### config.mk
export PLATFORM = sky130hd
export DESIGN_NAME = integer_divider
export DESIGN_NICKNAME = d
export VERILOG_FILES = /design/src/rtl/integer_divider.sv
export SDC_FILE = /design/constraint.sdc
export NUM_CORES = 2
export LEC_CHECK = 0
export BUFFER_PORTS_ARGS = -buffer_cell sky130_fd_sc_hd__buf_2
export CAP_MARGIN = 25
export CORE_MARGIN = 2
export CORE_UTILIZATION = 35
export CTS_CLUSTER_SIZE = 28
export DETAILED_ROUTE_END_ITERATION = 12
export GPL_TIMING_DRIVEN = 0
export PLACE_DENSITY_LB_ADDON = 0.1
export SLEW_MARGIN = 40
export SYNTH_ARGS = -nofsm -noshare
export SYNTH_HDL_FRONTEND = slang
export SYNTH_SLANG_ARGS = --single-unit
### constraint.sdc
create_clock -name clk -period 7.12 [get_ports clk]
set_clock_uncertainty 0.05 [all_clocks]
set_input_delay 1.78 -clock clk [delete_from_list [all_inputs] [get_ports clk]]
set_output_delay 1.78 -clock clk [all_outputs]
set_load 0.01 [all_outputs]
### src/rtl/integer_divider.sv
// Fully pipelined RV32M divider: one prep stage, NUM_ITER radix-4 restoring stages,
// with the last stage's sign/special-case fixup folded into the output registers.
package integer_divider_pkg;
  localparam int XLEN      = 32;
  localparam int REG_WIDTH = 5;
  localparam int NUM_ITER  = XLEN / 2;
  localparam int LATENCY   = NUM_ITER + 1;

  typedef enum logic [1:0] {OP_DIV, OP_DIVU, OP_REM, OP_REMU} div_ctrl_e;

  typedef struct packed {
    div_ctrl_e              div_control;
    logic [REG_WIDTH-1:0]   rd;
    logic [XLEN-1:0]        rs1;
    logic [XLEN-1:0]        rs2;
  } ix_div_inf_t;

  // dq shifts dividend bits out of the top while quotient bits fill in at the bottom
  typedef struct packed {
    logic [XLEN-1:0]        rem;
    logic [XLEN-1:0]        dq;
    logic [XLEN-1:0]        dvsr;
    logic [REG_WIDTH-1:0]   rd;
    logic                   is_rem;
    logic                   sign_q;
    logic                   sign_r;
    logic                   dbz;
    logic                   ovf;
  } div_stage_t;
endpackage

// Two restoring shift-subtract steps (2 quotient bits), purely combinational.
module div_iter_stage
  import integer_divider_pkg::*;
(
  input  div_stage_t stage_i,
  output div_stage_t stage_o
);
  logic [XLEN:0] part;

  always_comb begin
    stage_o = stage_i;
    part    = '0;
    for (int s = 0; s < 2; s++) begin
      part       = {stage_o.rem, stage_o.dq[XLEN-1]};
      stage_o.dq = {stage_o.dq[XLEN-2:0], 1'b0};
      if (part >= {1'b0, stage_o.dvsr}) begin
        part          = part - {1'b0, stage_o.dvsr};
        stage_o.dq[0] = 1'b1;
      end
      stage_o.rem = part[XLEN-1:0];
    end
  end
endmodule

module integer_divider
  import integer_divider_pkg::*;
(
  input  logic                  clk,
  input  logic                  rst,
  input  logic                  ix_div_valid,
  input  ix_div_inf_t           ix_div_inf,
  output logic                  div_wb_valid,
  output logic [REG_WIDTH-1:0]  div_wb_rd,
  output logic [XLEN-1:0]       div_wb_data
);
  logic [NUM_ITER:0]    vld_pipe_d, vld_pipe_q;
  div_stage_t           stage_d  [NUM_ITER];
  div_stage_t           stage_q  [NUM_ITER];
  div_stage_t           iter_out [NUM_ITER];
  logic [REG_WIDTH-1:0] wb_rd_d, wb_rd_q;
  logic [XLEN-1:0]      wb_data_d, wb_data_q;

  logic            signed_op;
  logic [XLEN-1:0] abs_rs1, abs_rs2;
  logic [XLEN-1:0] quot, rmd;
  div_stage_t      fin;

  assign vld_pipe_d = {vld_pipe_q[NUM_ITER-1:0], ix_div_valid};

  // Prep stage feeds stage_q[0]; each iteration stage feeds the next register.
  always_comb begin
    signed_op = (ix_div_inf.div_control == OP_DIV) || (ix_div_inf.div_control == OP_REM);
    abs_rs1   = (signed_op && ix_div_inf.rs1[XLEN-1]) ? -ix_div_inf.rs1 : ix_div_inf.rs1;
    abs_rs2   = (signed_op && ix_div_inf.rs2[XLEN-1]) ? -ix_div_inf.rs2 : ix_div_inf.rs2;

    stage_d[0].rem    = '0;
    stage_d[0].dq     = abs_rs1;
    stage_d[0].dvsr   = abs_rs2;
    stage_d[0].rd     = ix_div_inf.rd;
    stage_d[0].is_rem = (ix_div_inf.div_control == OP_REM) || (ix_div_inf.div_control == OP_REMU);
    stage_d[0].sign_q = signed_op && (ix_div_inf.rs1[XLEN-1] ^ ix_div_inf.rs2[XLEN-1]);
    stage_d[0].sign_r = signed_op && ix_div_inf.rs1[XLEN-1];
    stage_d[0].dbz    = (ix_div_inf.rs2 == '0);
    stage_d[0].ovf    = signed_op && (ix_div_inf.rs1 == 32'h8000_0000) &&
                        (ix_div_inf.rs2 == 32'hFFFF_FFFF);
    for (int k = 1; k < NUM_ITER; k++) stage_d[k] = iter_out[k-1];
  end

  for (genvar k = 0; k < NUM_ITER; k++) begin : g_iter
    div_iter_stage u_iter (
      .stage_i (stage_q[k]),
      .stage_o (iter_out[k])
    );
  end

  // With a zero divisor the restoring loop leaves |rs1| as remainder, so undoing
  // the sign yields the original rs1 without carrying it down the pipe.
  always_comb begin
    fin  = iter_out[NUM_ITER-1];
    quot = fin.sign_q ? -fin.dq  : fin.dq;
    rmd  = fin.sign_r ? -fin.rem : fin.rem;
    if (fin.dbz) begin
      quot = 32'hFFFF_FFFF;
    end else if (fin.ovf) begin
      quot = 32'h8000_0000;
      rmd  = '0;
    end
    wb_rd_d   = fin.rd;
    wb_data_d = fin.is_rem ? rmd : quot;
  end

  always_ff @(posedge clk) begin
    if (rst) vld_pipe_q <= '0;
    else     vld_pipe_q <= vld_pipe_d;
  end

  always_ff @(posedge clk) begin
    stage_q   <= stage_d;
    wb_rd_q   <= wb_rd_d;
    wb_data_q <= wb_data_d;
  end

  assign div_wb_valid = vld_pipe_q[NUM_ITER];
  assign div_wb_rd    = wb_rd_q;
  assign div_wb_data  = wb_data_q;
endmodule

==> impl_metrics.py <==
metrics = {
    "run_status": {
        "run_status": "complete, no violations",
    },
    "worst_setup_path": {
        "data_arrival_critical_path_ns": 7.68,
        "end_kind": "register",
        "maximum_net_fanout_on_the_critical_path": 8,
        "critPathLaunchType": "register",
        "worstRegToRegCells": 29,
        "critical-path-max-stage-delay_ns": 0.45,
        "r2r-end": "stage_q[1469]$_DFF_P_",
        "timing.reg2reg.setup_slack_ns": 0.16,
        "category_of_the_critical_setup_timing_path": "reg2reg",
        "critical_path.slowest_cell": "a221o_2",
        "regToRegStartpoint": "stage_q[1495]$_DFF_P_",
        "required_ns": 7.85,
    },
    "clock_tree": {
        "tritoncts.num_buffers": 197,
        "clkSinkCount": 1718,
        "clock_tree_from_tritoncts": "yes",
        "clock_path_buffers": 4,
        "clk_latency_ns": 0.90,
        "htree_levels": 4,
        "holdBufCountCts": 0,
        "clock_root_buffer": "clkbuf_16",
        "cts.reportedPaths.clkPinSlew_ns": 0.06,
    },
    "finish": {
        "mostFrequentLayoutCells": "1664 x dfxtp_1, 908 x ha_1, 798 x inv_1, 781 x a21oi_1, 657 x nand2_1",
        "regArea_um2": 34500,
        "mostFrequentLayoutCell": "dfxtp_1",
        "final_layout_fill_cell_count": 27372,
        "finalNonFillerCells": 15183,
        "multi_input_area_um2": 62100,
        "areaGrowthSynthToFinish_pct": 19.1,
        "layout_cell_share_with_drive_strength_beyond_1": 0.174,
        "postLayoutCellArea_um2": 116000,
        "num-nets-final": 12411,
    },
    "global_route": {
        "largest_net_degree_at_the_start_of_global_routing": 19,
        "antenna_found_initial": 20,
        "grt_first_pass_wirelength_um": 482000,
        "grt_usage": 0.222,
        "grt-ovfl-total": 0,
        "vias_in_the_first_global_route": 78437,
    },
    "synthesis": {
        "synth-seq-area-share": 0.354,
        "yosys_cell_types": 111,
        "ys_seq_elements": 1718,
        "synth_top_area_frac": 0.354,
        "cells_after_synth": 10750,
        "synth-warning-count": 0,
        "netlist_area_um2": 97300,
        "syn-num-nets": 11853,
        "synth_ff_type": "dfxtp_1",
        "synth_edf_count": 0,
        "synthesis.area_per_instance_um2": 9.05,
        "synth.largest_area_cell": "dfxtp_1",
        "synthArstFlopShare": 0,
        "synth.top_cells.by_area": "dfxtp_1 35%, ha_1 13%, xnor2_1 5.4%, mux2_2 5.1%, a21oi_1 4.4%",
    },
    "run": {
        "drv_cap": 0,
    },
    "hold_path": {
        "hold_path.startpoint": "stage_q[469]$_DFF_P_",
        "capture_endpoint_of_the_worst_hold_path": "stage_q[365]$_DFF_P_",
        "whs_path_depth": 0,
        "worstHoldPathType": "reg2reg",
    },
    "placed_design": {
        "gpl.final_weighted_congestion": 0.926,
        "placement.cell_area_um2": 103000,
        "worst_setup_slack_before_clock_tree_synthesis_ns": -2.64,
        "port_buffers": 110,
        "dpl_wire_length_um": 264000,
        "dp_cells": 14569,
    },
    "detailed_routing": {
        "via_per_inst": 5.27,
        "drtAntennaViolNets": 0,
        "met3_wl_post_dr_um": 14800,
        "detailed_routed_wire_length_on_met2_um": 148000,
        "drt_pass_1_iters": 6,
        "wirelength_um": 325000,
        "detailedRoute.firstIterationViolations": 5134,
        "route.vias.total": 80053,
        "top_layer_used_by_detailed_routing": "met4",
        "drc": 0,
        "post_drt_wl_per_cell_um": 21.4,
        "routedLengthMet1_um": 152000,
    },
    "sta": {
        "finalHoldWorstSlack_ns": 0.227,
        "max_freq_ghz": 0.144,
        "maxSlewViolCount": 0,
        "min_period_ns": 6.96,
        "hold_viol": 0,
        "timing.final.crit_share": 0.977,
        "worst_slew_pin_slew_ns": 0.948,
        "report.final.setup_viol": 0,
        "worst_slack_ns": 0.163,
        "maxSlewHeadroom": 0.361,
    },
    "power": {
        "post-layout-total-power_mw": 51.4,
        "leakage_nw": 52.8,
        "irDropWorstVdd_mv": 0.376,
        "power.density_nw_per_um2": 444,
    },
    "floorplan": {
        "placementRows": 193,
        "io_pins": 112,
        "dieArea_um2": 282000,
        "core_outline_area_um2": 276000,
        "die_y_um": 531,
        "die_x_um": 531,
        "initial_utilization": 0.352,
    },
}
[cell usage after synthesis, types with 110 or more instances]
| cell | instances |
|---|---|
| dfxtp_1 | 1718 |
| ha_1 | 998 |
| a21oi_1 | 853 |
| inv_1 | 813 |
| nand2_1 | 667 |
| nor2_1 | 651 |
| o21ai_0 | 613 |
| xnor2_1 | 597 |
| mux2_2 | 442 |
| a21o_1 | 412 |
| xor2_1 | 336 |
| nor3_1 | 212 |
| nand3_1 | 185 |
| nand2b_1 | 165 |
| nand4_1 | 153 |
| nor2b_1 | 145 |
| o21a_1 | 133 |
| clkbuf_1 | 113 |
| o21bai_1 | 110 |
[what timing repair did]
action / CTS / global route
pin swaps: 108 / 194
cloned: 5 / 4
setup endpoints to repair: 494 / 486
setup buffers: 112 / 135
resized for setup: 560 / 546
[state kept, by name, indices dropped and copies added, names as in the netlist]
signal,cells
stage_q,1664
vld_pipe_q,17
div_wb_rd,5
div_wb_data,32
[stage by stage]
stage	setup TNS (ns)	utilization
after global placement	-833.28	0.371
after CTS	-0.0746	0.407
after global routing	-1.50	0.419
after detailed placement	-804.90	0.371
final	0	0.419
after floorplan	0	-
[worst max-delay path, delay by kind of cell (launching register included)]
kind	cells	cell delay, ns
flops	1	0.36
simple gates	3	0.45
compound gates	16	3.85
mux	2	0.69
fa+ha+maj	2	0.51
buf+inv	6	0.88
[cell families (layout without fill, tap and decap cells)]
family                   count (synthesis)  count (layout)  synth area share
other                                    0               4                 0
flip-flops                            1718            1718             0.354
buffers and inverters                 1030            1754            0.0415
AO/OA/AOI/OAI                         2834            2834             0.186
adder cells (fa/ha/maj)               1029            1029             0.135
multiplexers                           582             582            0.0676
AND/OR/NAND/NOR                       2624            2624             0.132
XOR/XNOR                               933             933            0.0840
[power breakdown]
part | leakage, nW | internal [mW] | switching [mW] | total, mW
combinational | 35.1 | 12.4 | 16.3 | 28.7
sequential | 14.3 | 11.0 | 1.01 | 12.0
clock | 3.40 | 6.48 | 4.26 | 10.7
total | 52.8 | 29.8 | 21.6 | 51.4
[worst max path at each step]
stage,start,end,cells past startpoint
6_report,stage_q[1495]$_DFF_P_,stage_q[1469]$_DFF_P_,29
5_1_grt,stage_q[330]$_DFF_P_,stage_q[316]$_DFF_P_,27
4_1_cts,stage_q[11]$_DFF_P_,div_wb_data[14]$_DFF_P_,35
3_5_place_dp,stage_q[27]$_DFF_P_,div_wb_data[14]$_DFF_P_,36
3_3_place_gp,stage_q[27]$_DFF_P_,div_wb_data[14]$_DFF_P_,36
2_1_floorplan,stage_q[1495]$_DFF_P_,stage_q[1477]$_DFF_P_,33
[layout make-up]
class                   count  share of cell area
repair buffers            371              0.0234
inverters                 819              0.0267
flip-flops and latches   1718               0.298
diodes                      4           0.0000864
plain buffers             199              0.0155
well taps                3705              0.0400
clock inverters            90              0.0115
clock buffers             275              0.0493
multi-input cells        8002               0.536
[routing by layer]
layer  global-route usage  up-vias
met5                    0        -
met4               0.0638        0
met3               0.0265      408
met2                0.366     1794
met1                0.304    38465
li1                     -    39386
Note: power is estimated with default switching activity, not from simulation.
